### config.mk
export PLATFORM = sky130hd
export DESIGN_NAME = reel_spinner_flat
export DESIGN_NICKNAME = d
export VERILOG_FILES = /design/src/rtl/slot_pkg.sv /design/src/rtl/reel_spinner_if.sv /design/src/rtl/tick_divider.sv /design/src/rtl/reel_spinner.sv /design/src/flat_wrapper.sv
export SDC_FILE = /design/constraint.sdc
export NUM_CORES = 1
export LEC_CHECK = 0
export ABC_AREA = 1
export BUFFER_PORTS_ARGS = -buffer_cell sky130_fd_sc_hd__buf_2
export CORE_MARGIN = 2
export CORE_UTILIZATION = 32
export DETAILED_ROUTE_END_ITERATION = 10
export PLACE_DENSITY_LB_ADDON = 0.2
export SYNTH_ARGS = -nofsm -noshare
export SYNTH_HDL_FRONTEND = slang
export SYNTH_SLANG_ARGS = --single-unit
### constraint.sdc
create_clock -name clk -period 2.5 [get_ports clk]
set_clock_uncertainty 0.1 [all_clocks]
set_input_delay 0.25 -clock clk [delete_from_list [all_inputs] [get_ports clk]]
set_output_delay 0.25 -clock clk [all_outputs]
set_load 0.05 [all_outputs]
### src/rtl/slot_pkg.sv
// Shared types and helpers for the slot-machine reel datapath.
package slot_pkg;

  localparam int unsigned SYM_W           = 4;
  localparam int unsigned DEF_NUM_SYMBOLS = 10;

  typedef enum logic [1:0] {
    IDLE,
    SPIN,
    DECEL,
    STOPPED
  } reel_state_t;

  function automatic logic is_settled(input reel_state_t s);
    return (s == IDLE) || (s == STOPPED);
  endfunction

  // Wrapping symbol increment over 0..n-1.
  function automatic logic [SYM_W-1:0] next_sym(input logic [SYM_W-1:0] cur,
                                                input int unsigned n);
    if (32'(cur) == n - 1) return '0;
    return cur + 1'b1;
  endfunction

endpackage

### src/rtl/reel_spinner_if.sv
// Control/status bundle between the reel controller and its driver.
interface reel_spinner_if;
  import slot_pkg::*;

  logic             start;
  logic             halt;
  logic [SYM_W-1:0] num;
  logic             stop;
  logic             spinning;
  logic             done;

  modport master (output start, halt, input num, stop, spinning, done);
  modport slave  (input start, halt, output num, stop, spinning, done);
endinterface

### src/rtl/tick_divider.sv
// Free-running divider: one-cycle tick every `period` cycles, restart on clr.
module tick_divider #(
  parameter int unsigned CNT_W = 8
) (
  input  logic           clk,
  input  logic           rst,
  input  logic           clr,
  input  logic [CNT_W:0] period,
  output logic           tick
);

  logic [CNT_W-1:0] cnt_q, cnt_d;

  assign tick = ({1'b0, cnt_q} == period - 1'b1);

  always_comb begin
    cnt_d = cnt_q + 1'b1;
    if (clr || tick) cnt_d = '0;
  end

  always_ff @(posedge clk) begin
    if (rst) cnt_q <= '0;
    else     cnt_q <= cnt_d;
  end

endmodule

### src/rtl/reel_spinner.sv
// One slot reel: cycles a symbol while spinning, settles on halt.
// Define REEL_DECEL_EN for a stepped slow-down of DECEL_STEPS advances after halt.
module reel_spinner
  import slot_pkg::*;
#(
  parameter int unsigned TICK_DIV    = 10_000_000,
  parameter int unsigned NUM_SYMBOLS = DEF_NUM_SYMBOLS,
  parameter int unsigned START_DIGIT = 0,
  parameter int unsigned DECEL_STEPS = 4
) (
  input logic           clk,
  input logic           rst,
  reel_spinner_if.slave bus
);

  localparam int unsigned MAX_PERIOD = TICK_DIV << DECEL_STEPS;
  localparam int unsigned CNT_W      = (MAX_PERIOD > 1) ? $clog2(MAX_PERIOD) : 1;
  localparam int unsigned PER_W      = CNT_W + 1;

  reel_state_t      state_q, state_d;
  logic [SYM_W-1:0] num_q, num_d;
  logic             stop_q, spinning_q, done_q;
  logic [PER_W-1:0] period;
  logic             tick;
  logic             clr;

`ifdef REEL_DECEL_EN
  localparam int unsigned STEP_W = (DECEL_STEPS > 1) ? $clog2(DECEL_STEPS) : 1;
  logic [STEP_W-1:0] step_q, step_d;

  always_ff @(posedge clk) begin
    if (rst) step_q <= '0;
    else     step_q <= step_d;
  end
`endif

  always_comb begin
    period = PER_W'(TICK_DIV);
`ifdef REEL_DECEL_EN
    // Each deceleration step doubles the dwell time.
    if (state_q == DECEL) period = PER_W'(TICK_DIV) << (32'(step_q) + 32'd1);
`endif
  end

  // Divider runs only while moving and restarts on every state change.
  assign clr = (state_d != state_q) || is_settled(state_q);

  tick_divider #(
    .CNT_W (CNT_W)
  ) u_div (
    .clk    (clk),
    .rst    (rst),
    .clr    (clr),
    .period (period),
    .tick   (tick)
  );

  always_comb begin
    state_d = state_q;
    num_d   = num_q;
`ifdef REEL_DECEL_EN
    step_d  = step_q;
`endif
    unique case (state_q)
      IDLE, STOPPED: begin
        if (bus.start) state_d = SPIN;
      end
      SPIN: begin
        if (tick) num_d = next_sym(num_q, NUM_SYMBOLS);
        if (bus.halt) begin
`ifdef REEL_DECEL_EN
          state_d = DECEL;
          step_d  = '0;
`else
          state_d = STOPPED;
`endif
        end
      end
      DECEL: begin
`ifdef REEL_DECEL_EN
        if (tick) begin
          num_d  = next_sym(num_q, NUM_SYMBOLS);
          step_d = step_q + 1'b1;
          if (step_q == STEP_W'(DECEL_STEPS - 1)) state_d = STOPPED;
        end
`else
        state_d = IDLE;
`endif
      end
      default: state_d = IDLE;
    endcase
  end

  always_ff @(posedge clk) begin
    if (rst) begin
      state_q    <= IDLE;
      num_q      <= SYM_W'(START_DIGIT);
      stop_q     <= 1'b1;
      spinning_q <= 1'b0;
      done_q     <= 1'b0;
    end else begin
      state_q    <= state_d;
      num_q      <= num_d;
      stop_q     <= is_settled(state_d);
      spinning_q <= !is_settled(state_d);
      done_q     <= is_settled(state_d) && !is_settled(state_q);
    end
  end

  assign bus.num      = num_q;
  assign bus.stop     = stop_q;
  assign bus.spinning = spinning_q;
  assign bus.done     = done_q;

endmodule
### src/flat_wrapper.sv
// flat-port wrapper written by rule: the top's interface ports become plain ports
module reel_spinner_flat import slot_pkg::*;
#(
  parameter int unsigned TICK_DIV    = 10_000_000,
  parameter int unsigned NUM_SYMBOLS = DEF_NUM_SYMBOLS,
  parameter int unsigned START_DIGIT = 0,
  parameter int unsigned DECEL_STEPS = 4
)
  (clk, rst, bus_start, bus_halt, bus_num, bus_stop, bus_spinning, bus_done);
  reel_spinner_if bus_i ();
  input logic clk;
  input logic rst;
  input wire logic [$bits(bus_i.start)-1:0] bus_start;
  input wire logic [$bits(bus_i.halt)-1:0] bus_halt;
  output wire logic [$bits(bus_i.num)-1:0] bus_num;
  output wire logic [$bits(bus_i.stop)-1:0] bus_stop;
  output wire logic [$bits(bus_i.spinning)-1:0] bus_spinning;
  output wire logic [$bits(bus_i.done)-1:0] bus_done;
  assign bus_i.start = bus_start;
  assign bus_i.halt = bus_halt;
  assign bus_num = bus_i.num;
  assign bus_stop = bus_i.stop;
  assign bus_spinning = bus_i.spinning;
  assign bus_done = bus_i.done;
  reel_spinner #(.TICK_DIV(TICK_DIV), .NUM_SYMBOLS(NUM_SYMBOLS), .START_DIGIT(START_DIGIT), .DECEL_STEPS(DECEL_STEPS)) u_core (.clk(clk), .rst(rst), .bus(bus_i));
endmodule
==> results.cfg, run 1 <==
[outcome]
status = finished clean

[timing]
fmaxAchievable_mhz = 477.3
period_share_pct = 83.81
rsz0062_at_grt = false
setup_violations = 0
min_period_ps = 2095
setup_tns_ps = 0
tightest_slew_ps = 490.9
hold_viol = 0
maxSlewHeadroom_pct = 67.02
finalHoldWorstSlack_ps = 129.9
drv_slew = 0

[worst_setup_path]
required_ps = 2560
endpoint_kind = flop
r2r-end = u_core.u_div.cnt_q[24]$_SDFF_PP0_
r2r_slack_ps = 400
crit_type = reg2reg
cp_top_family = simple AND/OR/NAND/NOR gates
cp-endpoint = u_core.u_div.cnt_q[24]$_SDFF_PP0_
start_kind = flop
cp_data_arrival_time_ps = 2160
cp.depth = 8
path_buf_inv = 2
slowest_stage = nand4_4
max_stage_delay_ps = 380
timing.rr.start = u_core.state_q[1]$_SDFF_PP0_
critPathLaunch = u_core.state_q[1]$_SDFF_PP0_
worst-r2r-cell-count = 8
critPathMaxFanout = 22
crit_path_cell_trace = inv_1 -> ha_1 -> inv_2 -> or2_1 -> o21ai_2 -> nand2_1 -> nand4_4 -> nor2_1

[synth]
synth-async-reset-ratio_pct = 0
synth_edf_count = 0
netlist-cell-type-count = 30
ys_ff_latch = 37
synth_top_cell_area_share_pct = 32.56
synth_area_mm2 = 0.002275
synthTopCellsByCount = 100 x nand2_1, 48 x inv_1, 43 x nor2_1
yosysWarnings = 0
synth_nets = 347
syn_inst = 340
synth_most_common_cell = nand2_1
synthFlopType = dfxtp_1
synth-seq-area-share_pct = 32.56
syn_avg_cell_area_um2 = 6.690
synth.area.top_cells = dfxtp_1 33%, nand2_1 17%, inv_1 7.9%
synth_top_area_cell = dfxtp_1

[floorplanning]
chipHeight_um = 88.31
start_util_pct = 33.30
io_pins = 11
core_mm2 = 0.006832
die_w_um = 88.31
dieArea_mm2 = 0.007799
rows = 30

[clock_network]
ctsResizeCount = 0
hold_buffers = 0
cts_buffers = 5
clkLatencyLatePin_ps = 290
path_clk_slew_ps = 70
h-tree-depth = 2
post_cts_buffers = 0
root_buffer = clkbuf_8
cts_num_sinks = 37
cts_buffer_depth = 2
cts_tree = built

[place]
portBuffers = 10
gp_congestion = 0.8508
post_dp_cell_area_mm2 = 0.002400
hpwlAfterDp_mm = 3.894

[drt]
wl_mm = 4.916
drcViolationCount = 0
viasPerCell = 4.444
drt_iter0_drc = 87
wl_per_cell_um = 10.92
first_pass_iters = 4
antenna_left = 0
vias = 2000

[hold_path]
hold_class = in2reg

[power_and_ir_drop]
p_total_mw = 1.166
p_leak_nw = 0.9874
p_per_area_mw_per_mm2 = 469.0
ir_drop_v = 0.0001870

[grt]
grt.total_usage_pct = 14.37
grt_max_degree = 23
antenna_found_initial = 0
grt_pass1_wl_mm = 8.611
grt_pass1_vias = 1930
grt_overflow = 0

[finish]
final_util_pct = 36.39
multi_input_area_mm2 = 0.001296
layout-drive-gt1-share_pct = 15.54
area.growth.synth_to_final_pct = 9.296
seq_area_um2 = 740.7
antennaDiodeCount = 0
fin_area_mm2 = 0.002486
nNetsFinal = 361
nFillCells = 778

[job]
max-cap-violations = 0
==> power breakdown <==
group          switching [mW]  internal [mW]  leakage (nW)
clock                   0.205          0.219        0.0443
sequential            0.00766          0.603         0.299
combinational          0.0983         0.0333         0.644
==> metrics by stage <==
step,instances,setup WS (ps)
2_1_floorplan,340,681.5
3_3_place_gp,443,444.5
3_5_place_dp,443,369.3
4_1_cts,450,367.5
5_1_grt,450,194.8
6_report,450,404.8
==> metal layers <==
metal | vias up | wire, um | GRT usage [%]
met5 | - | 0 | 0
met4 | 0 | 82 | 5.234
met3 | 9 | 159 | 3.265
met2 | 31 | 2254 | 24.20
met1 | 891 | 2420 | 18.00
li1 | 1069 | - | -
==> cell usage in the layout (no fill, tap or decap), types with 2 or more instances in the layout <==
master	n
nor2_2	23
nand3b_1	5
dfxtp_1	37
nor2_1	43
inv_1	48
o21ai_0	4
inv_2	2
xnor2_1	6
xor2_1	11
ha_1	3
buf_2	10
nor2_4	3
nor3_1	8
nand4_1	12
nand2_1	100
nand3_1	15
clkbuf_8	6
o21ai_1	2
nand2_2	4
==> how the worst min path moves through the flow <==
stage                                        to  depth (start not counted)                              from
3_5_place_dp   u_core.u_div.cnt_q[0]$_SDFF_PP0_                          1  u_core.u_div.cnt_q[0]$_SDFF_PP0_
5_1_grt          u_core.bus.num[1]$_SDFFE_PP0P_                          2                               rst
2_1_floorplan    u_core.bus.num[1]$_SDFFE_PP0P_                          1                               rst
6_report         u_core.bus.num[1]$_SDFFE_PP0P_                          2                               rst
3_3_place_gp   u_core.u_div.cnt_q[0]$_SDFF_PP0_                          1  u_core.u_div.cnt_q[0]$_SDFF_PP0_
4_1_cts          u_core.bus.num[1]$_SDFFE_PP0P_                          2                               rst
==> kinds of logic (layout without fill, tap and decap cells) <==
logic type / after synthesis / count (layout) / synth area share [%]
AO/OA/AOI/OAI: 9 / 9 / 2.255
flip-flops: 37 / 37 / 32.56
XOR/XNOR: 17 / 17 / 6.546
adder cells (fa/ha/maj): 3 / 3 / 1.650
AND/OR/NAND/NOR: 220 / 220 / 46.53
buffers and inverters: 54 / 68 / 10.45
==> state kept, by name, summed over array words and instances, names as in the netlist <==
register / flops
u_core.u_div.cnt_q: 28
u_core.bus.num: 4
u_core.state_q: 2
u_core.bus.done: 1
u_core.bus.spinning: 1
u_core.bus.stop: 1
==> final cells by class <==
| cell class | count | share of cell area, % |
|---|---|---|
| inverters | 51 | 7.750 |
| well taps | 96 | 4.831 |
| repair buffers | 10 | 2.013 |
| multi-input cells | 249 | 52.14 |
| flip-flops and latches | 37 | 29.79 |
| clock buffers | 7 | 3.473 |
Note: power is estimated with default switching activity, not from simulation.
==> inputs of run 2 (changes only) <==
Clock period 2.5 ns to 1.72 ns, I/O delays scaled along.
==> run 2 against run 1 <==
Compared with the run above: critical path depth up 1; sequential share of layout area down 3.5 points; routed wire length up 7.8%; global-route usage up 1.1 points; largest cell class unchanged; largest power group unchanged; highest routed layer unchanged.
==> results.cfg, run 2 (same netlist as run 1, synthesis figures left out) <==
[clock_network]
hold_buffers = 0
h-tree-depth = 2
cts_num_sinks = 37
root_buffer = clkbuf_8
cts_buffer_depth = 2
cts_tree = built
clkLatencyLatePin_ps = 290
post_cts_buffers = 0
path_clk_slew_ps = 80
cts_buffers = 5

[finish]
multi_input_area_mm2 = 0.001374
seq_area_um2 = 743.2
area.growth.synth_to_final_pct = 24.04
final_cell_mix = 99 x nand2_1, 46 x inv_1, 35 x nor2_1, 35 x dfxtp_1, 28 x buf_4
nFillCells = 778
regMostFlops = u_core.u_div.cnt_q
final_common_cell = nand2_1
final_util_pct = 41.30
largest_register_ffs = 28
layout-drive-gt1-share_pct = 26.68
antennaDiodeCount = 0
fin_area_mm2 = 0.002821
nNetsFinal = 392
fin_cells = 482

[power_and_ir_drop]
pwr-share-comb_pct = 15.5
seq_power_share_pct = 50.0
netSwitchingFraction_pct = 27.86
p_int_mw = 1.277
pwr-share-clk_pct = 34.5
ir_drop_v = 0.0003072
p_leak_nw = 1.154
p_switching_uw = 493.4
p_total_mw = 1.771
p_per_area_mw_per_mm2 = 627.5

[timing]
maxSlewHeadroom_pct = 79.04
min_period_ps = 1709
tightest_slew_ps = 312.0
rsz0062_at_grt = true
finalHoldWorstSlack_ps = 41.86
fmaxAchievable_mhz = 585.2
setup_tns_ps = 0
hold_viol = 0
period_share_pct = 99.36
drv_slew = 0
setup_slack_ps = 11.07
setup_violations = 0

[drt]
first_pass_iters = 4
antenna_left = 0
viasPerCell = 4.280
vias = 2063
wl_mm = 5.298
drt_iter0_drc = 95
drcViolationCount = 0
wl_per_cell_um = 10.99

[floorplanning]
rows = 30
start_util_pct = 33.30
dieArea_mm2 = 0.007799
die_w_um = 88.31
io_pins = 11
core_mm2 = 0.006832
chipHeight_um = 88.31

[grt]
antenna_found_initial = 0
grt.total_usage_pct = 15.50
grt_max_degree = 11
grt_pass1_vias = 2014
grt_pass1_wl_mm = 9.308
grt_overflow = 0

[worst_setup_path]
required_ps = 1810
crit_type = reg2reg
cp_data_arrival_time_ps = 1800
endpoint_kind = flop
critPathMaxFanout = 8
start_kind = flop
worst-r2r-cell-count = 9

[place]
pre_cts_ws_ps = -42.70
portBuffers = 10
hpwlAfterDp_mm = 4.264
post_dp_cell_area_mm2 = 0.002675
dp.cells = 474
gp_congestion = 0.8493

[outcome]
status = finished clean

[hold_path]
hold_depth = 2
hold_class = in2reg

[job]
max-cap-violations = 0
## run 2: cell count changes in the layout (fill, tap and decap cells not counted), sizes merged
| cell | before | now |
|---|---|---|
| buf | 10 | 41 |
| clkbuf | 7 | 8 |
## run 2: layout make-up
cell class / count / share of cell area (%)
flip-flops and latches: 37 / 26.34
well taps: 96 / 4.257
clock buffers: 8 / 2.838
inverters: 51 / 6.829
repair buffers: 41 / 11.04
multi-input cells: 249 / 48.69
## run 2: critical path, stage by stage (launching register included)
cell and delay, ps:
dfxtp_2 340, inv_2 50, ha_4 260, inv_2 30
or2_4 240, o21ai_2 140, nand2_2 90, nand4_4 150
buf_12 170, nor2_2 40
## run 2: final timing paths
kind / from / slack [ps] / to
hold / removal: rst / 40 / u_core.bus.num[1]$_SDFFE_PP0P_
hold reg to reg: u_core.bus.num[1]$_SDFFE_PP0P_ / 420 / u_core.bus.num[1]$_SDFFE_PP0P_
setup / recovery: u_core.state_q[1]$_SDFF_PP0_ / 10 / u_core.u_div.cnt_q[19]$_SDFF_PP0_
setup reg to reg: u_core.state_q[1]$_SDFF_PP0_ / 10 / u_core.u_div.cnt_q[19]$_SDFF_PP0_
## run 2: power by group through the flow
stage | combinational (mW) | sequential [mW] | clock [mW]
final | 0.275 | 0.885 | 0.610
after global routing | 0.307 | 0.887 | 0.671
after CTS | 0.272 | 0.886 | 0.631
after detailed placement | 0.273 | 0.906 | 0
after global placement | 0.271 | 0.906 | 0
after floorplan | 0.138 | 0.954 | 0
## run 2: repair_timing
action | CTS | global route
pin swaps | 4 | 3
cloned | 0 | 0
resized for setup | 1 | 19
setup endpoints to repair | 28 | 31
hold endpoints to repair | 0 | 0
## run 2: routing by layer
metal  wire [um]  part of all wire [%]  GRT usage (%)  vias to the layer above
met3         134                   2.5          4.198                       10
met5           0                     0              0                        -
met2        2440                    46          23.92                       19
met4         106                   2.0          4.408                        0
met1        2616                    49          21.29                      900
li1            -                     -              -                     1134
==> inputs of run 3 (changes only) <==
Clock period 1.72 ns to 1.6 ns, I/O delays scaled along.
==> run 3 against run 2 <==
Compared with the run above: the flow now finishes with violations (negative setup slack); sequential share of layout area down 2.4 points; count of clock-buffer cells in the layout down 1; maximum frequency down 0.91%; via count up 6.6%; critical path type unchanged; largest cell class unchanged; highest routed layer unchanged.
==> results.cfg, run 3 (same netlist as run 1, synthesis figures left out) <==
[grt]
grt_pass1_vias = 2091
grt_pass1_wl_mm = 9.170
grt_overflow = 0
grt.total_usage_pct = 15.41
antenna_found_initial = 0
grt_max_degree = 15

[clock_network]
root_buffer = clkbuf_8
cts_num_sinks = 37
cts_buffer_depth = 2
h-tree-depth = 2
path_clk_slew_ps = 70
cts_tree = built
clkLatencyLatePin_ps = 290
cts_buffers = 5

[finish]
nNetsFinal = 425
area.growth.synth_to_final_pct = 36.74
regMostFlops = u_core.u_div.cnt_q
layout-drive-gt1-share_pct = 33.97
antennaDiodeCount = 0
largest_register_ffs = 28
multi_input_area_mm2 = 0.001404
seq_area_um2 = 745.7
nFillCells = 735
final_common_cell = nand2_1
final_cell_mix = 98 x nand2_1, 61 x buf_4, 46 x inv_1, 35 x nor2_1, 33 x dfxtp_1
fin_cells = 514

[hold_path]
hold_class = in2reg

[floorplanning]
start_util_pct = 33.30
chipHeight_um = 88.31
rows = 30
dieArea_mm2 = 0.007799
core_mm2 = 0.006832
die_w_um = 88.31
io_pins = 11

[place]
hpwlAfterDp_mm = 4.395
gp_congestion = 0.8449
dp.cells = 505
portBuffers = 10

[timing]
maxSlewHeadroom_pct = 80.12
setup_violations = 31
period_share_pct = 107.8
hold_viol = 0
finalHoldWorstSlack_ps = 35.79
tightest_slew_ps = 296.3
drv_slew = 0
fmaxAchievable_mhz = 579.8
min_period_ps = 1725
setup_slack_ps = -124.7
setup_tns_ps = -2802
rsz0062_at_grt = true

[drt]
vias = 2199
viasPerCell = 4.278
drcViolationCount = 0
drt_iter0_drc = 71
wl_mm = 5.537
first_pass_iters = 4
antenna_left = 0
wl_per_cell_um = 10.77

[power_and_ir_drop]
p_leak_nw = 1.329
ir_drop_v = 0.0003214
p_per_area_mw_per_mm2 = 625.3

[worst_setup_path]
required_ps = 1730
endpoint_kind = flop
critPathMaxFanout = 14
crit_type = reg2reg
r2r_slack_ps = -120
cp_data_arrival_time_ps = 1860
start_kind = flop

[job]
max-cap-violations = 0

[outcome]
status = finished, violations left
violations = negative setup slack
run 3: path summary, 6_finish.rpt:
check	from	end	cells past startpoint
hold / removal	rst	u_core.bus.num[3]$_SDFFE_PP0P_	2
hold reg to reg	u_core.bus.num[1]$_SDFFE_PP0P_	u_core.bus.num[1]$_SDFFE_PP0P_	2
setup reg to reg	u_core.state_q[1]$_SDFF_PP0_	u_core.u_div.cnt_q[12]$_SDFF_PP0_	10
setup / recovery	u_core.state_q[1]$_SDFF_PP0_	u_core.u_div.cnt_q[12]$_SDFF_PP0_	10
run 3: repair_timing:
action                                  CTS  global route
pin swaps                                 4             2
cloned                                    0             0
endpoints found under the setup margin   34            35
hold buffers                              0             0
gates resized for setup                   5            20
setup buffers                             1             1
run 3: cell type report:
cell class | instances | share of cell area, %
flip-flops and latches | 37 | 23.97
well taps | 96 | 3.862
multi-input cells | 249 | 45.13
repair buffers | 74 | 17.98
inverters | 51 | 6.275
clock buffers | 7 | 2.776
run 3: metrics by stage:
step	cell area (um2)	util, %	setup WS (ps)	total power [mW]
4_1_cts	3024	44.27	-130.4	1.958
3_5_place_dp	2919	42.73	-136.8	1.266
3_3_place_gp	2919	42.73	-101.0	1.262
6_report	3110	45.53	-124.7	1.945
5_1_grt	3110	45.53	-220.6	2.031
2_1_floorplan	2303	-	-81.38	1.178
run 3: critical path, stage by stage, from the launching register on:
cell,delay [ps]
dfxtp_2,360
inv_4,40
ha_4,250
inv_2,30
or2_4,240
nand3b_1,80
nand2_1,70
clkinv_2,80
nand4_4,130
buf_12,190
nor2_1,90
run 3: where the power goes:
group | internal [mW] | leakage [nW] | switching (mW)
logic | 0.125 | 0.983 | 0.184
clock network | 0.342 | 0.0443 | 0.338
registers | 0.944 | 0.301 | 0.0112
total | 1.41 | 1.33 | 0.534
run 3: metal layers:
layer	up-vias	track usage [%]	routed length, um
met3	7	2.519	169
met4	0	7.163	97
met5	-	0	0
li1	1203	-	-
met1	971	19.67	2712
met2	18	25.43	2557
